--- config.mk ---
export PLATFORM = sky130hd
export DESIGN_NAME = tl_mem_fill
export DESIGN_NICKNAME = d
export VERILOG_FILES = /design/src/rtl/tl_mem_fill_pkg.sv /design/src/rtl/tl_mem_fill_srcalloc.sv /design/src/rtl/tl_mem_fill.sv
export SDC_FILE = /design/constraint.sdc
export NUM_CORES = 1
export LEC_CHECK = 0
export CORE_MARGIN = 1
export CORE_UTILIZATION = 45
export DETAILED_ROUTE_END_ITERATION = 12
export PLACE_DENSITY_LB_ADDON = 0.08
export SLEW_MARGIN = 20
export SYNTH_ARGS = -nofsm -noshare
export SYNTH_HDL_FRONTEND = slang
export SYNTH_SLANG_ARGS = --single-unit
--- constraint.sdc ---
create_clock -name clk_i -period 14.3 [get_ports clk_i]
set_input_delay 2.86 -clock clk_i [delete_from_list [all_inputs] [get_ports clk_i]]
set_output_delay 2.86 -clock clk_i [all_outputs]
set_load 0.1 [all_outputs]
--- src/rtl/tl_mem_fill_pkg.sv ---
// tl_mem_fill_pkg: shared FSM state type, TileLink opcodes and beat-size helper
// for the tl_mem_fill engine.
package tl_mem_fill_pkg;

   typedef enum logic [1:0] {
      ST_IDLE  = 2'd0,
      ST_ISSUE = 2'd1,
      ST_DRAIN = 2'd2
   } state_e;

   localparam logic [2:0] TL_PUT_FULL_DATA = 3'd0;
   localparam logic [2:0] TL_ACCESS_ACK    = 3'd0;

   // log2 of the beat size in bytes, as carried in a_size
   function automatic int SizeOfBeat(input int data_width);
      return $clog2(data_width / 8);
   endfunction

endpackage

--- src/rtl/tl_mem_fill_srcalloc.sv ---
// tl_mem_fill_srcalloc: in-flight source-ID bitmap with lowest-free selection.
// Flags and free_id describe the bitmap as it stands after this cycle's set/clear.
module tl_mem_fill_srcalloc
   import tl_mem_fill_pkg::*;
#(
   parameter int SourceWidth = 3
) (
   input  logic                   clk_i,
   input  logic                   rst_i,
   input  logic                   set_en,
   input  logic [SourceWidth-1:0] set_id,
   input  logic                   clr_en,
   input  logic [SourceWidth-1:0] clr_id,
   output logic [SourceWidth-1:0] free_id,
   output logic                   any_free,
   output logic                   all_free
);

   localparam int NumIds = 2 ** SourceWidth;

   logic [NumIds-1:0] inflight_q;
   logic [NumIds-1:0] inflight_d;
   logic [NumIds-1:0] set_mask;
   logic [NumIds-1:0] clr_mask;

   always_comb begin
      set_mask = '0;
      clr_mask = '0;
      if (set_en) set_mask[set_id] = 1'b1;
      if (clr_en) clr_mask[clr_id] = 1'b1;
      inflight_d = (inflight_q | set_mask) & ~clr_mask;
   end

   // The A fields are registered, so an ID freed this cycle first appears on A next cycle.
   always_comb begin
      free_id = '0;
      for (int i = NumIds - 1; i >= 0; i--) begin
         if (!inflight_d[i]) free_id = SourceWidth'(i);
      end
   end

   assign any_free = ~&inflight_d;
   assign all_free = ~|inflight_d;

   always_ff @(posedge clk_i or posedge rst_i) begin
      if (rst_i) inflight_q <= '0;
      else       inflight_q <= inflight_d;
   end

endmodule

--- src/rtl/tl_mem_fill.sv ---
// tl_mem_fill: TileLink-UL host that fills a region with single-beat PutFullData writes.
// Build option TL_MEM_FILL_INCR_EN: beat k carries pattern + k instead of pattern.
//
// state    | meaning
// ST_IDLE  | waiting for start_i
// ST_ISSUE | issuing PutFullData beats while source IDs are free
// ST_DRAIN | all beats accepted, waiting for outstanding AccessAcks
module tl_mem_fill
   import tl_mem_fill_pkg::*;
#(
   parameter int DataWidth   = 64,
   parameter int AddrWidth   = 38,
   parameter int SourceWidth = 3,
   parameter int LenWidth    = 24
) (
   input  logic                                   clk_i,
   input  logic                                   rst_i,
   input  logic                                   start_i,
   input  logic [AddrWidth-1:0]                   base_i,
   input  logic [LenWidth-1:0]                    len_i,
   input  logic [DataWidth-1:0]                   pattern_i,
   output logic                                   busy_o,
   output logic                                   done_o,
   output logic                                   error_o,
   output logic                                   host_a_valid,
   input  logic                                   host_a_ready,
   output logic [2:0]                             host_a_opcode,
   output logic [2:0]                             host_a_param,
   output logic [$clog2($clog2(DataWidth/8)+1)-1:0] host_a_size,
   output logic [SourceWidth-1:0]                 host_a_source,
   output logic [AddrWidth-1:0]                   host_a_address,
   output logic [DataWidth/8-1:0]                 host_a_mask,
   output logic                                   host_a_corrupt,
   output logic [DataWidth-1:0]                   host_a_data,
   input  logic                                   host_d_valid,
   output logic                                   host_d_ready,
   input  logic [2:0]                             host_d_opcode,
   input  logic [1:0]                             host_d_param,
   input  logic [$clog2($clog2(DataWidth/8)+1)-1:0] host_d_size,
   input  logic [SourceWidth-1:0]                 host_d_source,
   input  logic                                   host_d_sink,
   input  logic                                   host_d_denied,
   input  logic                                   host_d_corrupt,
   input  logic [DataWidth-1:0]                   host_d_data
);

   localparam int BeatBytes = DataWidth / 8;
   localparam int SizeWidth = $clog2($clog2(DataWidth/8)+1);
   localparam logic [SizeWidth-1:0] BeatSize = SizeWidth'(SizeOfBeat(DataWidth));

   state_e                state_q;
   logic [LenWidth-1:0]   remaining_q;
   logic                  a_fire;
   logic                  d_error;
   logic [SourceWidth-1:0] free_id;
   logic                  any_free;
   logic                  all_free;
   logic                  unused_d;

   assign a_fire         = host_a_valid & host_a_ready;
   assign d_error        = host_d_denied | host_d_corrupt | (host_d_opcode != TL_ACCESS_ACK);
   assign host_d_ready   = 1'b1;
   assign host_a_opcode  = TL_PUT_FULL_DATA;
   assign host_a_param   = 3'd0;
   assign host_a_corrupt = 1'b0;
   assign unused_d       = ^{host_d_param, host_d_size, host_d_sink, host_d_data};

   tl_mem_fill_srcalloc #(
      .SourceWidth (SourceWidth)
   ) u_srcalloc (
      .clk_i    (clk_i),
      .rst_i    (rst_i),
      .set_en   (a_fire),
      .set_id   (host_a_source),
      .clr_en   (host_d_valid),
      .clr_id   (host_d_source),
      .free_id  (free_id),
      .any_free (any_free),
      .all_free (all_free)
   );

   always_ff @(posedge clk_i or posedge rst_i) begin
      if (rst_i) begin
         state_q        <= ST_IDLE;
         remaining_q    <= '0;
         busy_o         <= 1'b0;
         done_o         <= 1'b0;
         error_o        <= 1'b0;
         host_a_valid   <= 1'b0;
         host_a_size    <= '0;
         host_a_source  <= '0;
         host_a_address <= '0;
         host_a_mask    <= '0;
         host_a_data    <= '0;
      end else begin
         done_o <= 1'b0;
         // Responses seen while idle belong to a burst killed by reset.
         if (busy_o && host_d_valid && d_error) error_o <= 1'b1;
         case (state_q)
            ST_IDLE: begin
               if (start_i) begin
                  busy_o         <= 1'b1;
                  error_o        <= 1'b0;
                  remaining_q    <= len_i;
                  host_a_address <= base_i;
                  host_a_data    <= pattern_i;
                  host_a_size    <= BeatSize;
                  host_a_mask    <= '1;
                  host_a_source  <= free_id;
                  if (len_i == '0) begin
                     state_q <= ST_DRAIN;
                  end else begin
                     state_q      <= ST_ISSUE;
                     host_a_valid <= 1'b1;
                  end
               end
            end
            ST_ISSUE: begin
               if (a_fire) begin
                  host_a_address <= host_a_address + AddrWidth'(BeatBytes);
                  remaining_q    <= remaining_q - LenWidth'(1);
`ifdef TL_MEM_FILL_INCR_EN
                  host_a_data    <= host_a_data + DataWidth'(1);
`endif
                  if (remaining_q == LenWidth'(1)) begin
                     state_q      <= ST_DRAIN;
                     host_a_valid <= 1'b0;
                  end else begin
                     host_a_valid  <= any_free;
                     host_a_source <= free_id;
                  end
               end else if (!host_a_valid) begin
                  host_a_valid  <= any_free;
                  host_a_source <= free_id;
               end
            end
            ST_DRAIN: begin
               if (all_free) begin
                  done_o  <= 1'b1;
                  busy_o  <= 1'b0;
                  state_q <= ST_IDLE;
               end
            end
            default: state_q <= ST_IDLE;
         endcase
      end
   end

endmodule

# Yosys cells after proc, flatten, opt, wreduce, memory -nomap -nowiden
# Index checks and enable logic that the tools add are counted.
[word_totals]
register_bits = 145
latch_bits = 0
ramBits = 0
rom_bits = 0
out_inout_bits = 127
mem_count = 0
[op_classes]
n_addsub = 2
n_mul = 0
div = 0
order_cmp = 4
eq_ne = 10
n_shift = 0
n_mux = 45
bitwise = 6
n_reduce_logical = 18
[ops]
columns = ["operator", "count"]
rows = [
  ["38-bit two-way mux", 2],
  ["38-bit one-hot mux with 2 select lines", 1],
  ["24-bit two-way mux", 2],
  ["24-bit one-hot mux with 2 select lines", 1],
  ["38-bit by 4-bit adder with 38-bit output, second input constant", 1],
  ["3-bit two-way mux", 12],
  ["24-bit by 1-bit == test with 1-bit output, second input constant", 1],
  ["24-bit logical NOT", 1],
  ["24-bit by 1-bit subtractor with 24-bit output, second input constant", 1],
  ["8-bit two-way mux", 2],
  ["1-bit two-way mux", 14],
  ["2-bit two-way mux", 5],
  ["2-bit inequality test, second input constant", 5],
  ["3-bit AND reduction", 3],
  ["8-bit AND", 1],
  ["3-bit by 4-bit less-than comparator with 1-bit output, second input constant", 2],
  ["8-bit NOT", 1],
  ["8-bit OR", 1],
  ["4-bit AND reduction", 2],
  ["8-bit AND reduction", 1],
  ["8-bit OR reduction", 1],
  ["1-bit demux with 3-bit select", 2],
  ["3-bit by 1-bit >= comparator with 1-bit output, second input constant", 2],
  ["3-bit inequality test, second input constant", 2],
  ["other kinds (13)", 19],
]

# Logic depth before layout (Yosys ltp)
# Gate-level depths: netlist (run 1).
[depth]
word_depth = 18
depth_mapped = 8
depth_no_buf = 8

# Hierarchy
# From an unflattened synthesis (run 1), not the netlist that was laid out.
[unflattened]
hier_cells = 907
area_unflattened_um2 = 7674.9
[modules_own_cells]
columns = ["module", "n_inst", "cells_per_inst", "area_per_inst_um2"]
rows = [
  ["tl_mem_fill", 1, 830, 7029.2],
  ["tl_mem_fill_srcalloc", 1, 77, 645.6],
]

# Worst setup path after synthesis (run 1)
# No wires, ideal clock.
[synth_path]
path_type = "input port to flip-flop"
startpoint = "in host_d_source[2]"
endpoint = "reg state_q[1]"
setup_time_ns = 0.120
arrival_time_ns = 4.311
path_slack_ns = 9.869
path_stages = 6
path_buffers = 0
path_cell_list = "nand4b_1 > nor3_1 > a21oi_1 > a311o_1 > or4b_4 > a31o_1"
[synth_between]
elab_chain_len = 10
elab_cells_between_ends = 11
classes_between = "order compare (2); eq/ne (1); mux (3); bitwise (2); reduce/logical (3)"
[synth_rtl]
columns = ["item", "line_no", "text"]
rows = [
  ["start: declaration", "tl_mem_fill.sv:40", "input logic [SourceWidth-1:0] host_d_source,"],
  ["3-bit by 4-bit less-than comparator with 1-bit output (implied by the code) or 3-bit by 1-bit >= comparator with 1-bit output (tied branches)", "tl_mem_fill_srcalloc.sv:30", "if (clr_en) clr_mask[clr_id] = 1'b1;"],
  ["1-bit logical AND (implied by the code)", "tl_mem_fill_srcalloc.sv:30", ""],
  ["1-bit two-way mux (implied by the code)", "tl_mem_fill_srcalloc.sv:30", ""],
  ["1-bit demux with 3-bit select (*)", "-", ""],
  ["8-bit two-way mux (*)", "tl_mem_fill_srcalloc.sv:30", ""],
  ["8-bit NOT (*)", "tl_mem_fill_srcalloc.sv:31", "inflight_d = (inflight_q | set_mask) & ~clr_mask;"],
  ["8-bit AND (*)", "tl_mem_fill_srcalloc.sv:31", ""],
  ["8-bit OR reduction (*)", "tl_mem_fill_srcalloc.sv:43", "assign all_free = ~|inflight_d;"],
  ["2-bit inequality test (no line) (*)", "-", ""],
  ["4-bit AND reduction (no line) (*)", "-", ""],
  ["end signal: assignment", "tl_mem_fill.sv:84", "state_q <= ST_IDLE;"],
  ["end signal: assignment", "tl_mem_fill.sv:111", "state_q <= ST_DRAIN;"],
  ["end signal: assignment", "tl_mem_fill.sv:113", "state_q <= ST_ISSUE;"],
  ["end: declaration", "tl_mem_fill.sv:51", "state_e state_q;"],
]
# Every way passes the cells marked *; elsewhere a longest branch is shown, timed or not.
# A chain may end at the register's enable or synchronous reset.

# Worst setup path after layout (run 1)
[layout_path]
startpoint = "in host_a_ready"
endpoint = "reg host_a_address[36]"
[layout_between]
elab_chain_len = 3
[layout_rtl]
columns = ["item", "line_no", "text"]
rows = [
  ["start: declaration", "tl_mem_fill.sv:26", "input logic host_a_ready,"],
  ["1-bit AND", "tl_mem_fill.sv:60", "assign a_fire = host_a_valid & host_a_ready;"],
  ["2-bit inequality test (no line)", "-", ""],
  ["3-bit AND reduction (no line)", "-", ""],
  ["end signal: assignment", "tl_mem_fill.sv:105", "host_a_address <= base_i;"],
  ["end signal: assignment", "tl_mem_fill.sv:120", "host_a_address <= host_a_address + AddrWidth'(BeatBytes);"],
  ["end: declaration", "tl_mem_fill.sv:31", "output logic [AddrWidth-1:0] host_a_address,"],
]
# Every way passes these cells.

==> metrics.md, run 1 <==
| Metric | Value |
|---|---|
| Drt total wl | `21.87 mm` |
| Vias in the first global route | `6553` |
| GRT Residual Overflow | `0` |
| Async set-or-reset flop fraction in the synthesized netlist | `100.0%` |
| Port bufs | `257` |
| Crit path max fanout | `74` |
| Average size of a mapped cell | `8.499 sq um` |
| Die X | `130.0 microns` |
| Root buf cell | `clkbuf_16` |
| Mapped Area | `7368 sq um` |
| Share of the synthesized area in the top cell type | `48.90%` |
| Setup TNS | `0 ps` |
| Worst hold path type | `flop to flop` |
| Rows | `46` |
| DR pass1 iterations | `5` |
| Ports | `335` |
| Yosys reg bits | `144` |
| Period utilisation layout | `36.86%` |
| Via density | `5.401` |
| Max Slew Vio Count | `0` |
| CTS resizes | `0` |
| GR Util met2 | `41.15%` |
| Clk slew on worst S/H paths | `60 ps` |
| Max cap viols | `0` |
| Fin nets | `1299` |
| Post-synthesis sequential area ratio | `48.90%` |
| Worst-skew pair later-pin latency | `420 ps` |
| Via count | `7119` |
| WL per Instance | `16.59 microns` |
| Clock Tree Buf Depth | `2` |
| Hpwl dp | `14.82 mm` |
| GR Util met1 | `33.17%` |
| Rel. slew slack | `26.82%` |
| Top cells by count, synth | `nand2_1 (251), dfrtp_1 (144), a21oi_1 (83), nor2_1 (55), o21ai_0 (49)` |
| CTS Sinks | `144` |
| DRC errors left | `0` |
| Final setup violation count | `0` |
| Unrepaired setup endpoints after global routing | `false` |
| Met3 Use GR | `7.503%` |
| Final ANT Viol Nets | `0` |
| Cts hold-fix bufs | `0` |
| Worst setup path class | `input pin to flop` |
| Share of layout cells above drive strength 1 | `6.449%` |
| Status | `completed` |
| Core Footprint | `15940 sq um` |
| H-Tree Depth | `4` |
| Die height | `130.0 microns` |
| Critical Path RT | `14620 ps` |
| Final hold vios | `0` |
| Post-synth EDFFs | `0` |
| Top-count cell post-synth | `nand2_1` |
| Max Freq | `189.7 MHz` |
| Synth warn | `0` |
| Cts bufs inserted | `17` |
| Grt peak-use layer | `met2` |
| CTS tree | `done` |
| Drt first-iter violations | `465` |
| Die area | `16890 sq um` |
| Yosys cell types | `71` |
| Total GRT Usage | `25.91%` |
| Post-synth top area cell | `dfrtp_1` |
| P&R area growth vs syn | `44.05%` |
| Post-CTS Setup Inserts | `0` |
| Period minus WS final | `5272 ps` |
| Worst-Margin Slew | `1094 ps` |
| Total of fill cells in the finished design | `1357` |
| Worst setup EP type | `flop` |
| Initial antenna violation count | `1` |
| Post-synth top flop | `dfrtp_1` |
| Initial Util | `46.22%` |
| Crit start category | `input pin` |
| Largest net degree at the start of global routing | `102` |
| Mapped Cells | `867` |
| Arrival time worst endpoint | `5590 ps` |
| GPL Wtd Cong | `0.8695` |
| First-pass GRT wire length | `34.11 mm` |
| Main area contributors after synthesis | `dfrtp_1 (49%), nand2_1 (13%), a21oi_1 (5.6%)` |
| Layout Skew | `8.861 ps` |
## flip-flops by register name, summed over array words and instances (netlist names)
| name | cells |
|---|---|
| remaining_q | 24 |
| host_a_address | 38 |
| done_o | 1 |
| u_srcalloc.inflight_q | 8 |
| host_a_valid | 1 |
| host_a_mask | 1 |
| state_q | 2 |
| host_a_data | 64 |
| error_o | 1 |
| busy_o | 1 |
| host_a_source | 3 |
## metrics by stage
step	hold slack (ps)	cell area [sq um]	utilization (%)	setup slack (ps)	cells
detailed placement	460.9	9975	62.56	8589	1285
global placement	456.5	9975	62.56	8627	1285
global route	484.3	10610	66.58	8820	1318
finish	471.5	10610	66.58	9028	1318
floorplan	481.6	7391	-	7574	873
CTS	475.6	10610	66.54	9006	1317
## logic make-up (layout without fill, tap and decap cells)
family	count (synthesis)	after routing	share of synthesized area, %
other	2	9	0.1019
and+or+nand+nor	425	425	27.70
DFF	144	144	48.90
buffers and inverters	79	307	5.179
adders and majority gates	3	3	0.5095
AOI/OAI and AO/OA	214	214	17.61
## final timing paths
kind	to	from	slack [ps]	depth (start not counted)
worst max-delay path	host_a_address[36]$_DFFE_PP0P_	host_a_ready	9030	7
worst min-delay path	host_a_data[14]$_DFFE_PP0P_	host_a_data[14]$_DFFE_PP0P_	470	2
worst max register to register	host_a_address[36]$_DFFE_PP0P_	host_a_valid$_DFFE_PP0P_	11660	6
worst min register to register	host_a_data[14]$_DFFE_PP0P_	host_a_data[14]$_DFFE_PP0P_	470	2
max in group asynchronous	remaining_q[14]$_DFFE_PP0P_	rst_i	10290	3
min in group asynchronous	host_a_address[19]$_DFFE_PP0P_	rst_i	2890	2
## critical path: stages
cell	delay (ps)
clkdlybuf4s50_1	690
nand3_1	220
a21o_2	570
nor2_4	200
buf_4	640
a311oi_1	100
a311oi_1	270
## cells in the final DEF (no fill, tap or decap), types with 5 or more instances in the layout
master / count
clkdlybuf4s50_1: 257
nand2_1: 251
dfrtp_1: 144
a21oi_1: 82
nor2_1: 53
o21ai_0: 49
nand3_1: 24
o22ai_1: 22
clkbuf_16: 17
nor3_1: 12
nand4_1: 12
and3_1: 12
inv_1: 11
a31oi_1: 10
nor4_1: 8
conb_1: 8
a2bb2oi_1: 6
nor2_4: 5
nor3b_1: 5
## per-layer routing
metal  vias to the layer above  routed length, microns
met4                         0                     556
li1                       3452                       -
met2                       260                   10360
met3                        35                    1745
met5                         -                       0
met1                      3372                    9204
## cell type report
| type | instances | area (sq um) | area share, % |
|---|---|---|---|
| Inverter | 13 | 53.80 | 0.5069 |
| Multi-Input combinational cell | 650 | 3437 | 32.38 |
| Clock inverter | 8 | 151.4 | 1.426 |
| Antenna cell | 1 | 2.502 | 0.02358 |
| Tap cell | 216 | 270.3 | 2.546 |
| Timing Repair Buffer | 262 | 2614 | 24.63 |
| Sequential cell | 144 | 3603 | 33.95 |
| Clock buffer | 24 | 481.7 | 4.539 |
Power of run 1 is not shown: default switching activity piles up to over one toggle a cycle in this logic, so the estimate is an artifact.
==> run 2: changes to the inputs <==
--- a/config.mk
+++ b/config.mk
@@ -6,7 +6,7 @@
 export NUM_CORES = 1
 export LEC_CHECK = 0
 export CORE_MARGIN = 1
-export CORE_UTILIZATION = 45
+export CORE_UTILIZATION = 42
 export DETAILED_ROUTE_END_ITERATION = 12
 export PLACE_DENSITY_LB_ADDON = 0.08
 export SLEW_MARGIN = 20
==> constraint.sdc (replaced) <==
create_clock -name clk_i -period 5.4 [get_ports clk_i]
set_input_delay 1.08 -clock clk_i [delete_from_list [all_inputs] [get_ports clk_i]]
set_output_delay 1.08 -clock clk_i [all_outputs]
set_load 0.1 [all_outputs]
==> run 2 against run 1 <==
Clock-buffer cell count fell by 3. Setup slack got worse by 6800 ps. Global-route usage fell by 2.4 points. Final area barely moved. Critical path depth fell by 6. Die area rose by 7.0%.
==> metrics.md, run 2 (same netlist as run 1, synthesis figures left out) <==
| Metric | Value |
|---|---|
| Commonest cells after routing, fill and taps aside | `clkdlybuf4s50_1 (257), nand2_1 (251), dfrtp_1 (144), a21oi_1 (82), nor2_1 (53)` |
| Ports | `335` |
| Initial Util | `42.75%` |
| Worst setup path class | `flop to primary output` |
| Drt first-iter violations | `394` |
| P&R area growth vs syn | `44.03%` |
| Vias in the first global route | `6555` |
| First-pass GRT wire length | `33.70 mm` |
| Largest net degree at the start of global routing | `79` |
| Wire length on met2 | `9.987 mm` |
| Die area | `18080 sq um` |
| Max cap viols | `0` |
| Cell Count, Final, Fillers Out | `1329` |
| Met3 WL post-DR | `1.348 mm` |
| Worst setup EP type | `primary output` |
| Core Footprint | `17240 sq um` |
| WL per Instance | `15.99 microns` |
| Highest metal used | `met4` |
| Layout Skew | `11.90 ps` |
| Worst hold path type | `flop to flop` |
| Crit path largest cell delay | `1200 ps` |
| Final worst setup slack | `2180 ps` |
| CTS tree | `done` |
| Status | `completed` |
| Final setup violation count | `0` |
| Total of fill cells in the finished design | `1555` |
| DR pass1 iterations | `5` |
| Unrepaired setup endpoints after global routing | `false` |
| Post-layout instance area | `10610 sq um` |
| Drt total wl | `21.25 mm` |
| Via count | `7052` |
| Arrival time worst endpoint | `2140 ps` |
| Top reg by flops | `host_a_data` |
| CTS Sinks | `144` |
| Worst-skew pair later-pin latency | `420 ps` |
| Rows | `48` |
| Worst-Margin Slew | `1043 ps` |
| GRT Residual Overflow | `0` |
| Period minus WS final | `3220 ps` |
| Crit-path cells | `clkdlybuf4s50_1` |
| Registers with the most flip-flops | `host_a_data (64), host_a_address (38), remaining_q (24)` |
| Total GRT Usage | `23.55%` |
| Rel. slew slack | `30.23%` |
| Max reg flops | `64` |
| DP Worst Slack | `1751 ps` |
| Critical Path RT | `4320 ps` |
| CTS resizes | `0` |
| Slowest-stage cell, CP | `clkdlybuf4s50_1` |
| Initial antenna violation count | `0` |
| Via density | `5.306` |
| Final hold vios | `0` |
| Hpwl dp | `14.49 mm` |
| Placed inst area | `10020 sq um` |
| Port bufs | `257` |
| H-Tree Depth | `4` |
| Crit path max fanout | `10` |
| Number of diodes | `0` |
| Fin nets | `1304` |
| WL met1 | `9.450 mm` |
| Die height | `134.5 microns` |
| Root buf cell | `clkbuf_16` |
| Cts bufs inserted | `17` |
| Final ANT Viol Nets | `0` |
| Max Freq | `310.5 MHz` |
| Die X | `134.5 microns` |
| Total placed cells including tap cells | `1299` |
| Setup TNS | `0 ps` |
| Worst Path Buf+Inv | `1` |
| Top delay family on crit path | `buffers and inverters` |
| Most common cell after layout, fill and taps aside | `clkdlybuf4s50_1` |
| Max Slew Vio Count | `0` |
| Post-CTS Setup Inserts | `0` |
| Cts hold-fix bufs | `0` |
| Clock Tree Buf Depth | `2` |
| Share of layout cells above drive strength 1 | `7.065%` |
| Period utilisation layout | `59.63%` |
| Crit start category | `flop` |
| Clk slew on worst S/H paths | `60 ps` |
| DRC errors left | `0` |
| GPL Wtd Cong | `0.8330` |
run 2: cell type report:
class / count / area, sq um / share of cell area, %
clock buffer: 21 / 480.5 / 4.527
clock inverter: 9 / 108.9 / 1.026
inverter: 13 / 53.80 / 0.5070
multi-input combinational: 650 / 3437 / 32.39
sequential: 144 / 3603 / 33.95
tap: 225 / 281.5 / 2.653
timing repair buffer: 267 / 2648 / 24.95
run 2: path summary, 6_finish.rpt:
path,startpoint,end,slack [ps],cells past startpoint
setup reg to reg,state_q[1]$_DFFE_PP0P_,host_a_address[30]$_DFFE_PP0P_,2850,5
setup / recovery,host_a_source[2]$_DFFE_PP0P_,host_a_source[2],2180,1
hold reg to reg,host_a_data[30]$_DFFE_PP0P_,host_a_data[30]$_DFFE_PP0P_,470,2
max in group asynchronous,rst_i,host_a_data[9]$_DFFE_PP0P_,3260,3
hold / removal,host_a_data[30]$_DFFE_PP0P_,host_a_data[30]$_DFFE_PP0P_,470,2
min in group asynchronous,rst_i,host_a_data[57]$_DFFE_PP0P_,1160,2
run 2: stage by stage:
step / util [%] / hold WS [ps]
6_report: 61.57 / 471.5
5_1_grt: 61.57 / 492.2
4_1_cts: 61.57 / 475.6
3_5_place_dp: 58.15 / 461.0
3_3_place_gp: 58.15 / 456.7
2_1_floorplan: - / 481.6
run 2: tightest hold or removal path: stages, from the launching register on:
cell,delay [ps]
dfrtp_1,340
nand2_1,50
nand2_1,50
run 2: routing by layer:
layer | GRT usage, % | vias to the layer above
li1 | - | 3461
met1 | 31.59 | 3313
met2 | 37.39 | 250
met3 | 4.917 | 28
met4 | 9.301 | 0
met5 | 0 | -
Power of run 2 is left out for the same reason.
==> run 3: changes to the inputs <==
--- a/config.mk
+++ b/config.mk
@@ -6,7 +6,7 @@
 export NUM_CORES = 1
 export LEC_CHECK = 0
 export CORE_MARGIN = 1
-export CORE_UTILIZATION = 42
+export CORE_UTILIZATION = 38
 export DETAILED_ROUTE_END_ITERATION = 12
 export PLACE_DENSITY_LB_ADDON = 0.08
 export SLEW_MARGIN = 20
==> constraint.sdc (replaced) <==
create_clock -name clk_i -period 2.8 [get_ports clk_i]
set_input_delay 0.56 -clock clk_i [delete_from_list [all_inputs] [get_ports clk_i]]
set_output_delay 0.56 -clock clk_i [all_outputs]
set_load 0.1 [all_outputs]
==> run 3 against run 2 <==
Highest routed layer unchanged. Via count decreased by 0.37%. Clock skew fell by 3.1 ps. Clock-buffer cell count shrank 3. Worst hold slack worse by 4.3 ps. Critical path type is now input pin to flop. Register-to-register slack worse by 2400 ps. Wire length grew 0.40%. Setup slack worse by 1800 ps. Sequential cell count stayed put. First-iteration DRC count grew 18%. Sequential share of layout area up 0.21 points.
==> metrics.md, run 3 (same netlist as run 1, synthesis figures left out) <==
| Metric | Value |
|---|---|
| Max Slew Vio Count | `0` |
| First-pass GRT wire length | `33.85 mm` |
| Worst setup path class | `input pin to flop` |
| Largest net degree at the start of global routing | `81` |
| H-Tree Depth | `4` |
| Post-CTS Setup Inserts | `0` |
| DRC errors left | `0` |
| Unrepaired setup endpoints after global routing | `false` |
| Vias in the first global route | `6555` |
| Fin nets | `1319` |
| DR pass1 iterations | `5` |
| Port bufs | `257` |
| Setup TNS | `0 ps` |
| Top reg by flops | `host_a_data` |
| Core Footprint | `18830 sq um` |
| Ports | `335` |
| CTS resizes | `0` |
| Final ANT Viol Nets | `0` |
| P&R area growth vs syn | `43.23%` |
| Layout Skew | `8.801 ps` |
| Via count | `7026` |
| Worst setup EP type | `flop` |
| Registers with the most flip-flops | `host_a_data (64), host_a_address (38), remaining_q (24)` |
| Share of layout cells above drive strength 1 | `19.18%` |
| Initial antenna violation count | `0` |
| Total of fill cells in the finished design | `1757` |
| Die height | `141.3 microns` |
| CTS tree | `done` |
| Worst-Margin Slew | `777.7 ps` |
| Worst Path Buf+Inv | `2` |
| Worst-skew pair later-pin latency | `420 ps` |
| Crit path max fanout | `5` |
| Drt first-iter violations | `464` |
| Total GRT Usage | `21.55%` |
| GRT Residual Overflow | `0` |
| Period utilisation layout | `85.28%` |
| Commonest cells after routing, fill and taps aside | `nand2_1 (251), dfrtp_1 (142), buf_4 (141), clkdlybuf4s50_1 (138), a21oi_1 (82)` |
| Cts hold-fix bufs | `0` |
| Crit path largest cell delay | `540 ps` |
| CTS Sinks | `144` |
| Slowest-stage cell, CP | `or4b_4` |
| Worst hold path type | `input pin to asynchronous set/reset pin` |
| Crit-path cells | `clkdlybuf4s50_1 > nand4b_1 > buf_4 > o31a_1 > nor4_1 > or4b_4 > a31o_1` |
| Period minus WS final | `2388 ps` |
| Hpwl dp | `15.11 mm` |
| Root buf cell | `clkbuf_16` |
| Max Freq | `418.8 MHz` |
| Critical Path RT | `3110 ps` |
| Rows | `50` |
| Arrival time worst endpoint | `2700 ps` |
| Final setup violation count | `0` |
| GPL Wtd Cong | `0.8372` |
| WL per Instance | `15.45 microns` |
| Final hold vios | `0` |
| Rel. slew slack | `47.84%` |
| Most common cell after layout, fill and taps aside | `nand2_1` |
| Die area | `19950 sq um` |
| Top delay family on crit path | `simple AND/OR/NAND/NOR gates` |
| Drt total wl | `21.34 mm` |
| Clock Tree Buf Depth | `2` |
| Max cap viols | `0` |
| Die X | `141.3 microns` |
| Via density | `5.088` |
| Initial Util | `39.13%` |
| Cts bufs inserted | `17` |
| Number of diodes | `0` |
| Crit start category | `input pin` |
| Reg2reg setup slack | `420 ps` |
| Clk slew on worst S/H paths | `70 ps` |
| Status | `completed` |
| Max reg flops | `64` |
==> run 3: cell types whose count changed in the layout (fill, tap and decap cells not counted) <==
cell / previous run / this run
clkbuf_8: 4 / 0
clkinv_2: 2 / 0
clkbuf_1: 0 / 1
buf_4: 10 / 141
bufinv_16: 2 / 4
dfrtp_2: 0 / 2
clkdlybuf4s50_1: 257 / 138
buf_12: 0 / 3
inv_6: 1 / 4
dfrtp_1: 144 / 142
clkinv_4: 1 / 3
==> run 3: routing by layer <==
metal  wire length (microns)  global-route usage (%)  vias up
li1                        -                       -     3504
met1                    9705                   29.16     3271
met2                    9803                   32.80      219
met3                    1303                   5.434       32
met4                     526                   9.096        0
met5                       0                       0        -
==> run 3: area by class of cell <==
class | count | area, sq um | share of cell area, %
flip-flops and latches | 144 | 3606 | 34.17
well taps | 260 | 325.3 | 3.082
inverters | 13 | 52.55 | 0.4979
multi-input cells | 650 | 3437 | 32.57
repair buffers | 282 | 2500 | 23.69
clock buffers | 18 | 429.2 | 4.066
clock inverters | 14 | 203.9 | 1.932
==> run 3: path summary, 6_finish.rpt <==
kind	startpoint	to	cells past startpoint
max	host_d_source[2]	state_q[1]$_DFFE_PP0P_	7
min	rst_i	host_a_data[53]$_DFFE_PP0P_	2
max reg2reg	remaining_q[0]$_DFFE_PP0P_	remaining_q[20]$_DFFE_PP0P_	8
min reg2reg	host_a_data[35]$_DFFE_PP0P_	host_a_data[35]$_DFFE_PP0P_	2
max in group asynchronous	rst_i	host_a_data[22]$_DFFE_PP0P_	3
min in group clk_i	host_a_data[35]$_DFFE_PP0P_	host_a_data[35]$_DFFE_PP0P_	2
==> run 3: metrics by stage <==
| step | setup slack, ps | std cells | util [%] | hold slack (ps) | cell area, sq um |
|---|---|---|---|---|---|
| 2_1_floorplan | 81.46 | 873 | - | 481.6 | 7397 |
| 3_3_place_gp | 45.71 | 1349 | 52.68 | 459.0 | 9921 |
| 3_5_place_dp | 8.792 | 1349 | 52.68 | 462.9 | 9921 |
| 4_1_cts | 419.7 | 1381 | 56.05 | 455.3 | 10550 |
| 5_1_grt | 226.7 | 1381 | 56.05 | 482.5 | 10550 |
| 6_report | 412.1 | 1381 | 56.05 | 467.2 | 10550 |
Power of run 3 is left out for the same reason.
